$ cat config.mk
export PLATFORM = sky130hd
export DESIGN_NAME = instr_encoder_loader
export DESIGN_NICKNAME = d
export VERILOG_FILES = /design/src/rtl/instr_encoder_loader.sv
export SDC_FILE = /design/constraint.sdc
export NUM_CORES = 1
export LEC_CHECK = 0
export BUFFER_PORTS_ARGS = -buffer_cell sky130_fd_sc_hd__buf_2
export CAP_MARGIN = 20
export CORE_MARGIN = 1.5
export CORE_UTILIZATION = 50
export DETAILED_ROUTE_END_ITERATION = 8
export GPL_ROUTABILITY_DRIVEN = 0
export GPL_TIMING_DRIVEN = 0
export PLACE_DENSITY = 0.83
export SLEW_MARGIN = 20
export SYNTH_ARGS = -nofsm -noshare
export SYNTH_HDL_FRONTEND = slang
export SYNTH_SLANG_ARGS = --single-unit
$ cat constraint.sdc
create_clock -name clk -period 4.27 [get_ports clk]
set_clock_uncertainty 0.1 [all_clocks]
set_input_delay 0.427 -clock clk [delete_from_list [all_inputs] [get_ports clk]]
set_output_delay 0.427 -clock clk [all_outputs]
set_load 0.1 [all_outputs]
$ cat src/rtl/instr_encoder_loader.sv
// Packs decoded instruction fields into 16-bit words and streams them into instruction memory.
// Optional ILLEGAL_OP_TRAP_EN: illegal opcodes are consumed without writing and raise sticky illegalOp.
module instr_encoder_loader #(
    parameter int ADDR_W = 4
) (
    input  logic              clk,
    input  logic              reset,
    input  logic              loadStart,
    input  logic              inValid,
    output logic              inReady,
    input  logic              inLast,
    input  logic [3:0]        opCode,
    input  logic [3:0]        rs,
    input  logic [3:0]        rt,
    input  logic [3:0]        rd,
    input  logic [3:0]        imm,
    output logic              imemWe,
    output logic [ADDR_W-1:0] imemAddr,
    output logic [15:0]       imemWData,
    output logic [ADDR_W:0]   wordCount,
    output logic              loadDone,
    output logic              illegalOp
);

    localparam logic [ADDR_W:0] CAP      = {1'b1, {ADDR_W{1'b0}}};
    localparam logic [ADDR_W:0] LAST_CNT = {1'b0, {ADDR_W{1'b1}}};
    localparam logic [ADDR_W:0] ONE      = {{ADDR_W{1'b0}}, 1'b1};

    typedef enum logic [1:0] {S_IDLE, S_LOAD, S_DRAIN, S_DONE} state_t;

    state_t              state_q, state_d;
    logic                inReady_q, inReady_d;
    logic                we_q, we_d;
    logic [ADDR_W-1:0]   addr_q, addr_d;
    logic [15:0]         wdata_q, wdata_d;
    logic [ADDR_W:0]     cnt_q, cnt_d;

    logic                accept, do_write, fill, start;
    logic [15:0]         encoded;

    assign start   = (state_q == S_IDLE) && loadStart;
    assign accept  = inValid && inReady_q;
    assign encoded = opCode[3] ? {opCode, rs, rt, imm} : {opCode, rs, rt, rd};

`ifdef ILLEGAL_OP_TRAP_EN
    logic legal;
    logic illegal_q;

    always_comb begin
        legal = 1'b0;
        case (opCode)
            4'd0, 4'd1, 4'd2, 4'd6, 4'd7, 4'd8, 4'd10, 4'd14: legal = 1'b1;
            default:                                          legal = 1'b0;
        endcase
    end

    assign do_write = accept && legal;

    always_ff @(posedge clk or posedge reset) begin
        if (reset)                 illegal_q <= 1'b0;
        else if (start)            illegal_q <= 1'b0;
        else if (accept && !legal) illegal_q <= 1'b1;
    end

    assign illegalOp = illegal_q;
`else
    assign do_write  = accept;
    assign illegalOp = 1'b0;
`endif

    // A write landing on the last address closes the session even without inLast.
    assign fill = do_write && (cnt_q == LAST_CNT);

    always_ff @(posedge clk or posedge reset) begin
        if (reset) state_q <= S_IDLE;
        else       state_q <= state_d;
    end

    always_comb begin
        state_d = state_q;
        case (state_q)
            S_IDLE:  if (loadStart) state_d = S_LOAD;
            S_LOAD:  if (accept && (inLast || fill)) state_d = S_DRAIN;
            S_DRAIN: state_d = S_DONE;
            S_DONE:  state_d = S_IDLE;
            default: state_d = S_IDLE;
        endcase
    end

    always_comb begin
        cnt_d     = cnt_q;
        addr_d    = addr_q;
        wdata_d   = wdata_q;
        we_d      = do_write;
        if (start) begin
            cnt_d  = '0;
            addr_d = '0;
        end else if (do_write) begin
            cnt_d   = cnt_q + ONE;
            addr_d  = cnt_q[ADDR_W-1:0];
            wdata_d = encoded;
        end
        inReady_d = (state_d == S_LOAD) && (cnt_d < CAP);
        loadDone  = (state_q == S_DONE);
    end

    always_ff @(posedge clk or posedge reset) begin
        if (reset) begin
            inReady_q <= 1'b0;
            we_q      <= 1'b0;
            addr_q    <= '0;
            wdata_q   <= '0;
            cnt_q     <= '0;
        end else begin
            inReady_q <= inReady_d;
            we_q      <= we_d;
            addr_q    <= addr_d;
            wdata_q   <= wdata_d;
            cnt_q     <= cnt_d;
        end
    end

    assign inReady   = inReady_q;
    assign imemWe    = we_q;
    assign imemAddr  = addr_q;
    assign imemWData = wdata_q;
    assign wordCount = cnt_q;

endmodule

After elaboration in Yosys (flattened, before gate mapping)
Index checks and enable logic that the tools add are counted.

cells by class
  $add $sub $neg = 1
  magnitude comparators = 1
  equality and inequality tests = 5
  multiplexer cells = 8
  bitwise logic cells = 1
  reductions and logical operators = 9

operators with widths
  kind                                                              number
  16-bit 2-to-1 mux                                                 1
  5-bit 2-to-1 mux                                                  2
  4-bit 2-to-1 mux                                                  2
  2-bit one-hot mux with 4 select lines                             1
  5-bit by 1-bit adder with 5-bit output (second input constant)    1
  5-bit by 4-bit == test with 1-bit output (second input constant)  1
  1-bit logical AND                                                 5
  5-bit less-than comparator (second input constant)                1
  2-bit by 1-bit == test with 1-bit output (second input constant)  2
  2-bit == test (second input constant)                             2
  2-bit 2-to-1 mux                                                  2
  2-bit zero test                                                   1
  2-bit AND reduction                                               1
  2-bit nonzero test                                                1
  1-bit logical OR                                                  1
  1-bit NOT                                                         1

word-level totals
  bits in registers = 29
  input bits = 25
  output and inout bits = 29
  word-level logic and storage cells = 31

Longest topological paths before layout
Gate-level depths: netlist of the first run.

  depth in word-level cells = 8
  depth in mapped cells = 6
  gate-level depth less buffers = 6

Least setup slack after synthesis of the first run
Ideal clock, no wire load.

  kind = reg2reg
  start = reg inReady_q, in the netlist inReady
  end = reg wdata_q[12], in the netlist imemWData[12]
  library setup time = 0.126 ns
  arrival = 1.910 ns
  required time = 4.044 ns
  setup slack = 2.134 ns
  cell stages (with the launch flop) = 5
  path buffers = 1
  clock period less this slack = 2.136 ns
  path through = dfrtp_1 > nand2_1 > nor2_2 > buf_6 > mux2_4

between the ends
  word-level cells in the longest chain between the ends = 2

ends and longest elaborated chain
  item                           RTL line  text
  from (decl)                    32        logic inReady_q, inReady_d;
  from (signal assigned)         115       inReady_q <= inReady_d;
  1-bit logical AND              42        assign accept = inValid && inReady_q;
  2-bit AND reduction (no line)  --
  to (signal assigned)           118       wdata_q <= wdata_d;
  to (decl)                      35        logic [15:0] wdata_q, wdata_d;

Every way passes these cells.
A chain may end at the register's enable or synchronous reset.

Worst setup path in the final report of the first run
  start = reg state_q[1]
  end = out loadDone

between the ends
  word-level cells in the longest chain between the ends = 1

ends and longest elaborated chain
  item                    RTL line  text
  from (decl)             31        state_t state_q, state_d;
  from (signal assigned)  76        else state_q <= state_d;
  2-bit == test           104       loadDone = (state_q == S_DONE);
  to (decl)               21        output logic loadDone,

Every way passes these cells.

==> results.md, run 1 <==
- The violation count after the first detailed-route iteration is 14.
- The aggregate global-route resource usage is 0.2010.
- The ratio of final minimum period to clock period is 0.4457.
- Synthesis produced a netlist with a net count of 134.
- The via count is 977.
- Global routing finished with a remaining overflow of 0.
- The total wire length is 2.544 mm.
- In this run the worst hold path is classified as input port to asynchronous set/reset pin.
- The critical path launch point type is a flop.
- The number of distinct library cell variants in the gate-level netlist after synthesis is 28.
- The share of post-route cells with drive strength above 1 is 0.4759.
- The setup violation total in the final timing report is 0.
- During I/O placement, the number of pins put on the boundary was 54.
- After synthesis the cells add up to 0.001279 mm^2.
- The multi-input gate area in the final layout is 506.7 um^2.
- The area of the core is 0.002455 mm^2.
- The area enclosed by the die boundary is 0.002870 mm^2.
- The required time of the critical path is 3.74 ns.
- The run finished with clean final reports.
- The number of warnings reported in the yosys synthesis log is 0.
- The synthesis-to-finish area growth is 29.84%.
- The detailed placer's ending HPWL is 1.896 mm.
- The final count of hold timing violations is 0.
- The headroom to the max-slew limit is 0.6171.
- TritonCTS built the clock tree.
- The cell row count is 18.
- The number of max-cap violations is 0.
- The portion of the post-synthesis area used by sequential elements is 0.5675.
- The insertion delay of the later-clocked pin in the worst-skew pair is 0.34 ns.
- STA puts the critical path data arrival time at 1.38 ns.
- The routed wirelength normalized by instance count is 12.98 um.
- The total of cells resized after clock tree synthesis is 0.
- Setup repair after global routing left no endpoint under its margin.
- The clock period minus worst slack is 1.903 ns.
- The via count of the first global-routing pass is 930.
- In this run the tool buffered the top-level ports with 51 buffer cells.
- The total of fill cells in the finished design is 200.
- The floorplan step set the die width to 53.57 um.
- The initial cell density of the core is 0.5209.
- For this run, the leading register cell type out of synthesis is dfrtp_1.
- The largest fanout of any net on the critical path is 6.
- The cts-stage hold buffer count is 0.
- The final layout contains 192 nets.
- The share of flip-flops with an asynchronous set or reset after synthesis is 1.000.
- Derived from the worst setup path, the maximum achievable clock frequency is 0.5255 GHz.
- Across the whole layout, storage elements account for 725.7 um^2.
- The count of inserted antenna diode cells is 0.
- The root buffer cell chosen for the clock tree is clkbuf_4.
- The H-tree was split into 2 levels.
- The number of antenna violations at the first check in global routing is 0.
- The final count of pins violating max slew is 0.
- In this run, placement finished with an instance count of 188.
- The final routed DRC violation total is 0.
- The clock-pin slew reported for the worst setup and hold paths after clock tree synthesis is 0.10 ns.
- The total setup buffers inserted after CTS is 0.
- Once detail routing completed, the nets flagged for antenna violations numbered 0.
- The die height is 53.57 um.
- The path type of the worst setup path is flop to output port.
- The number of cells in the finished layout apart from fillers is 196.
- In this run the deepest clock path goes through 2 buffers.
- The synthesized design contains 29 register bits.
- Clock tree synthesis found a total of 29 sinks.
- The first global-routing pass estimated 3.946 mm of wire.
- The actual slew at the worst max-slew pin is 0.5735 ns.
- The number of buffers created by CTS is 5.
- The final total negative setup slack is 0 ns.
- The ratio of routed vias to standard cells is 4.985.
- In this run, synthesis inferred 0 flip-flops with an integrated enable.
- The maximum number of pins on one net before global-route repair is 30.
- The worst setup path is captured at an output port.
- The iteration count of the initial detailed-routing pass is 4.
- Synthesis produced 107 cells.
- Averaged over all synthesized cells, the footprint is 11.95 um^2.
[final timing paths]
path / from / endpoint / slack, ns / depth (start not counted)
setup / recovery: state_q[1]$_DFF_PP0_ / loadDone / 2.37 / 2
max in group asynchronous: reset / imemWData[4]$_DFFE_PP0P_ / 3.65 / 2
setup reg to reg: wordCount[0]$_DFFE_PP0P_ / inReady$_DFF_PP0_ / 2.65 / 5
hold reg to reg: imemWData[11]$_DFFE_PP0P_ / imemWData[11]$_DFFE_PP0P_ / 0.41 / 1
min in group clk: rt[2] / imemWData[6]$_DFFE_PP0P_ / 0.23 / 2
hold / removal: reset / imemWe$_DFF_PP0_ / 0.03 / 2
[layout make-up]
cell class                 instances  area share
timing repair buffer              51      0.1537
clock inverter                     2     0.02261
tap                               30     0.02261
sequential                        29      0.4371
clock buffer                       6     0.03090
inverter                           4    0.009043
multi-input combinational         69      0.3052
buffer                             5     0.01884
[routing by layer]
| metal | global-route usage | vias up | routed length, um |
|---|---|---|---|
| met5 | 0 | - | 0 |
| met4 | 0.08120 | 0 | 31 |
| met3 | 0.08889 | 4 | 247 |
| met2 | 0.3354 | 42 | 1212 |
| met1 | 0.2243 | 457 | 1053 |
| li1 | - | 474 | - |
[cell usage after synthesis, types with 2 or more instances]
| master | number | area (um^2) |
|---|---|---|
| mux2_4 | 10 | 150.1 |
| nand2_1 | 12 | 45.04 |
| inv_1 | 3 | 11.26 |
| nor2_1 | 4 | 15.01 |
| dfrtp_1 | 29 | 725.7 |
| a21oi_1 | 8 | 40.04 |
| o21ai_0 | 13 | 65.06 |
| ha_1 | 2 | 25.02 |
| mux2i_1 | 4 | 40.04 |
| nand3_1 | 2 | 10.01 |
| and2_1 | 2 | 12.51 |
| mux2_2 | 2 | 22.52 |
[state kept, by name, summed over array words and instances (netlist names)]
signal,count
imemWData,16
state_q,2
inReady,1
imemWe,1
wordCount,5
imemAddr,4
[cells in the final DEF (no fill, tap or decap), types with 2 or more instances in the layout]
cell	Yosys	layout
o21ai_0	13	13
nand2_1	12	12
clkbuf_4	0	5
nor2_1	4	4
and2_1	2	2
mux2i_1	4	4
inv_1	3	2
inv_2	1	2
mux2_4	10	10
nand3_1	2	2
ha_1	2	2
buf_2	1	52
a21oi_1	8	8
dfrtp_1	29	29
mux2_2	2	2
[critical path, stage by stage (launching register included)]
cell and delay, ns:
dfrtp_1 0.47, and2_1 0.16, buf_2 0.41
[cell families after synthesis]
family                     share of synthesized area
and+or+nand+nor                               0.1116
buffers and inverters                        0.03619
adders and majority gates                    0.01957
other                                       0.002933
xor gates and xnor gates                     0.01370
muxes                                         0.1663
DFF                                           0.5675
AOI/OAI and AO/OA                            0.08219
[metrics by stage]
step                setup WS [ns]  instance area, um^2  hold slack, ns    util
detailed placement          2.610                 1572          0.3901  0.6402
CTS                         2.356                 1660          0.2213  0.6764
floorplan                   2.134                 1279          0.4051       -
global placement            2.633                 1572          0.3840  0.6402
finish                      2.367                 1660         0.03301  0.6764
global route                2.284                 1660         0.07309  0.6764
Power of run 1 is not shown: default switching activity piles up to over one toggle a cycle in this logic, so the estimate is an artifact.
==> run 2: changes to the inputs <==
Settings changed: ABC_AREA from default to 1, CORE_UTILIZATION 50 to 42, PLACE_DENSITY 0.83 to 0.74.
Clock period 4.27 ns to 1.7 ns, I/O delays scaled along.
==> results.md, run 2 <==
- The final routed DRC violation total is 0 (unchanged).
- The number of warnings reported in the yosys synthesis log came to 0 (unchanged).
- The data arrival time of the worst path came to 1.75 ns (+0.37 ns).
- The final total negative setup slack is 0 ns (unchanged).
- The worst-case hold slack came to 0.03494 ns (+0.001932 ns).
- The floorplan die width is 58.48 um (+9.2%).
- The kind of end point of the critical path is a flop.
- The actual slew at the worst max-slew pin is 0.5955 ns (+0.02207 ns).
- Setup repair after global routing left no endpoint under its margin.
- The critical path launch point type is a flop.
- Traced cell by cell, the critical path runs through ha_4 -> nand2_1 -> nor2_1 -> ha_1 -> nor2_2 -> nor2_1 -> a21oi_2 -> nand2_1 -> nor2_1.
- The synthesis-to-finish area growth is 39.01%.
- The wire length of the first global-routing pass is 4.671 mm (+18%).
- The number of antenna violations at the first check in global routing is 0 (unchanged).
- The share of flip-flops with an asynchronous set or reset after synthesis is 1.000 (unchanged).
- The initial cell density of the core came to 0.4569 (-0.06402).
- By area the synthesized netlist is led by dfrtp_1 (56%), nand2_1 (19%), inv_1 (4.1%).
- The flip-flop count of the largest register after layout came to 16 (unchanged).
- The sum of overflow across all layers after global routing is 0 (unchanged).
- Ranked by instance count, the synthesized netlist is headed by nand2_1 (65), dfrtp_1 (29), inv_1 (14), o21ai_0 (9), nor2_1 (8).
- The average instance area after synthesis is 8.560 um^2 (-28%).
- The aggregate global-route resource usage is 0.1846 (-0.01638).
- The iteration count of the initial detailed-routing pass is 4 (unchanged).
- The count of inserted antenna diode cells came to 0 (unchanged).
- The headroom to the max-slew limit is 0.6024 (-0.01473).
- The count of input and output buffers is 51 (unchanged).
- The fraction of synthesized cell area taken by the top area cell type came to 0.5615 (-0.006043).
- The worst-case clock buffer depth came to 2 (unchanged).
- The worst hold path class is input port to flop.
- The smallest clock period supported by the final layout is computed as 1.594 ns.
- The clock sink count is 29 (unchanged).
- The netlist area before placement is 0.001292 mm^2 (+1.1%).
- The register bit total from synthesis is 29 (unchanged).
- The number of enable flip-flop cells after synthesis came to 0 (unchanged).
- The ratio of routed vias to standard cells came to 4.617 (-7.4%).
- Among all flip-flop cells after synthesis, the most frequent one is dfrtp_1.
- The number of buffers created by CTS is 5 (unchanged).
- The largest fanout of any net on the critical path is 4 (-2).
- The total wire length is 2.783 mm (+9.4%).
- Leaving out fill and tap cells, the most frequent cells in the layout are nand2_1 (65), buf_2 (52), dfrtp_1 (23).
- The utilization after layout is 0.6351 (-0.04123).
- The via count is 1,168 (+20%).
- The cell count after synthesis is 151 (+41%).
- The insertion delay of the later-clocked pin in the worst-skew pair came to 0.32 ns (-0.02 ns).
- The final count of pins violating max slew is 0 (unchanged).
- The number of distinct library cell variants in the gate-level netlist after synthesis was 20 (-29%).
- The share of post-route cells with drive strength above 1 is 0.3559 (-0.1200).
- dfrtp_1 takes more of the synthesized area than any other cell.
- The I/O pin count is 54 (unchanged).
- The violation count after the first detailed-route iteration is 30 (+16).
- The required time of the critical path is 1.86 ns (-1.88 ns).
- The cell row count is 19 (+1).
- The largest stage delay on the critical path is 0.52 ns (+0.05 ns).
- The number of nets in the layout is 248 (+29%).
- The total nets after synthesis came to 178 (+33%).
- Static timing analysis puts the maximum clock frequency at 0.6273 GHz.
- The flow ran to the end, and the final reports show no timing, DRC or antenna violations.
- The clock-pin slew reported for the worst setup and hold paths after clock tree synthesis is 0.09 ns (about the same).
- The setup violation total in the final timing report is 0 (unchanged).
- The most frequently used cell type in the post-synthesis netlist is nand2_1.
- The most common cell after layout, fill and taps aside is nand2_1.
- The number of instances in the placed design is 233 (+24%).
- The number of cells in the finished layout apart from fillers was 253 (+29%).
- The via count of the first global-routing pass came to 1,077 (+16%).
- The total of fill cells in the finished design was 252 (+26%).
- The area enclosed by the die boundary was 0.003419 mm^2 (+19%).
- The master cell of the clock root buffer is clkbuf_4.
- The detailed placer's ending HPWL is 1.907 mm (+0.58%).
- The clock tree from TritonCTS is built.
- The total number of H-tree levels was 2 (unchanged).
- The path type of the worst setup path is flop to flop.
- Dividing the final minimum period by the clock period gives 0.9377.
- Counting stages on the worst path, the most repeated cell is nor2_1.
- The final count of hold timing violations is 0 (unchanged).
- The portion of the post-synthesis area used by sequential elements was 0.5615 (-0.006043).
- The number of max-cap violations was 0 (unchanged).
- The number of routed nets with antenna violations is 0 (unchanged).
- The area of the core was 0.002829 mm^2 (+15%).
- The die height came to 58.48 um (+9.2%).
- The highest-delay cell along the critical path is dfrtp_4.
- The maximum number of pins on one net before global-route repair is 30 (unchanged).
- The routed wirelength normalized by instance count is 11.00 um (-15%).
## run 2: cell types whose count changed after synthesis, sizes merged, moves of 3 or more
| cell | previous run | this run |
|---|---|---|
| a21oi | 8 | 1 |
| mux2 | 12 | 0 |
| inv | 4 | 17 |
| nand2 | 12 | 66 |
| nor2 | 5 | 8 |
| nand3 | 2 | 5 |
| mux2i | 4 | 0 |
## run 2: cells by family after synthesis
| family | share of synthesized area |
|---|---|
| flops | 0.5615 |
| xor+xnor | 0.006778 |
| compound gates | 0.06388 |
| buf+inv | 0.09196 |
| fa+ha+maj | 0.01936 |
| other cells | 0.002901 |
| simple gates | 0.2536 |
## run 2: metal layers
metal,GRT usage,wire [um]
met1,0.2321,1287
met2,0.2937,1270
met3,0.06374,185
met4,0.06977,39
met5,0,0
## run 2: final cells by class
type,instances,area [um^2],area share
sequential,29,738.2,0.4109
tap,31,38.79,0.02159
clock buffer,8,58.81,0.03273
timing repair buffer,63,375.4,0.2089
buffer,6,50.05,0.02786
inverter,17,68.82,0.03830
multi-input combinational,99,466.7,0.2597
## run 2: timing repair
action | 4_1_cts | 5_1_grt
endpoints found under the hold margin | 11 | 29
setup endpoints to repair | 0 | 1
gates resized for setup | 0 | 3
buffers inserted | 0 | 0
hold buffers | 11 | 1
## run 2: worst max-delay path: cells and delay by family (launching register included)
| kind | cells | cell delay (ns) |
|---|---|---|
| flip-flops | 1 | 0.52 |
| AND/OR/NAND/NOR | 6 | 0.42 |
| adder cells (fa/ha/maj) | 2 | 0.35 |
| AO/OA/AOI/OAI | 1 | 0.14 |
## run 2: path summary, 6_finish.rpt
path                                          start                  endpoint  slack (ns)  cells after the start
min                                         inValid          imemWe$_DFF_PP0_        0.03                      3
max in group asynchronous                     reset  wordCount[0]$_DFFE_PP0P_        0.70                      3
min in group asynchronous                     reset      state_q[0]$_DFF_PP0_        0.35                      3
max reg2reg                wordCount[0]$_DFFE_PP0P_         inReady$_DFF_PP0_        0.11                      9
max                        wordCount[0]$_DFFE_PP0P_         inReady$_DFF_PP0_        0.11                      9
min reg2reg                imemWData[9]$_DFFE_PP0P_  imemWData[9]$_DFFE_PP0P_        0.38                      2
## run 2: stage by stage
| stage | area, um^2 | worst slack, ns |
|---|---|---|
| finish | 1797 | 0.1059 |
| global route | 1797 | 0.005420 |
| CTS | 1770 | 0.05757 |
| detailed placement | 1602 | 0.08165 |
| global placement | 1602 | 0.09070 |
| floorplan | 1308 | -0.02558 |
Power of run 2 is left out for the same reason.
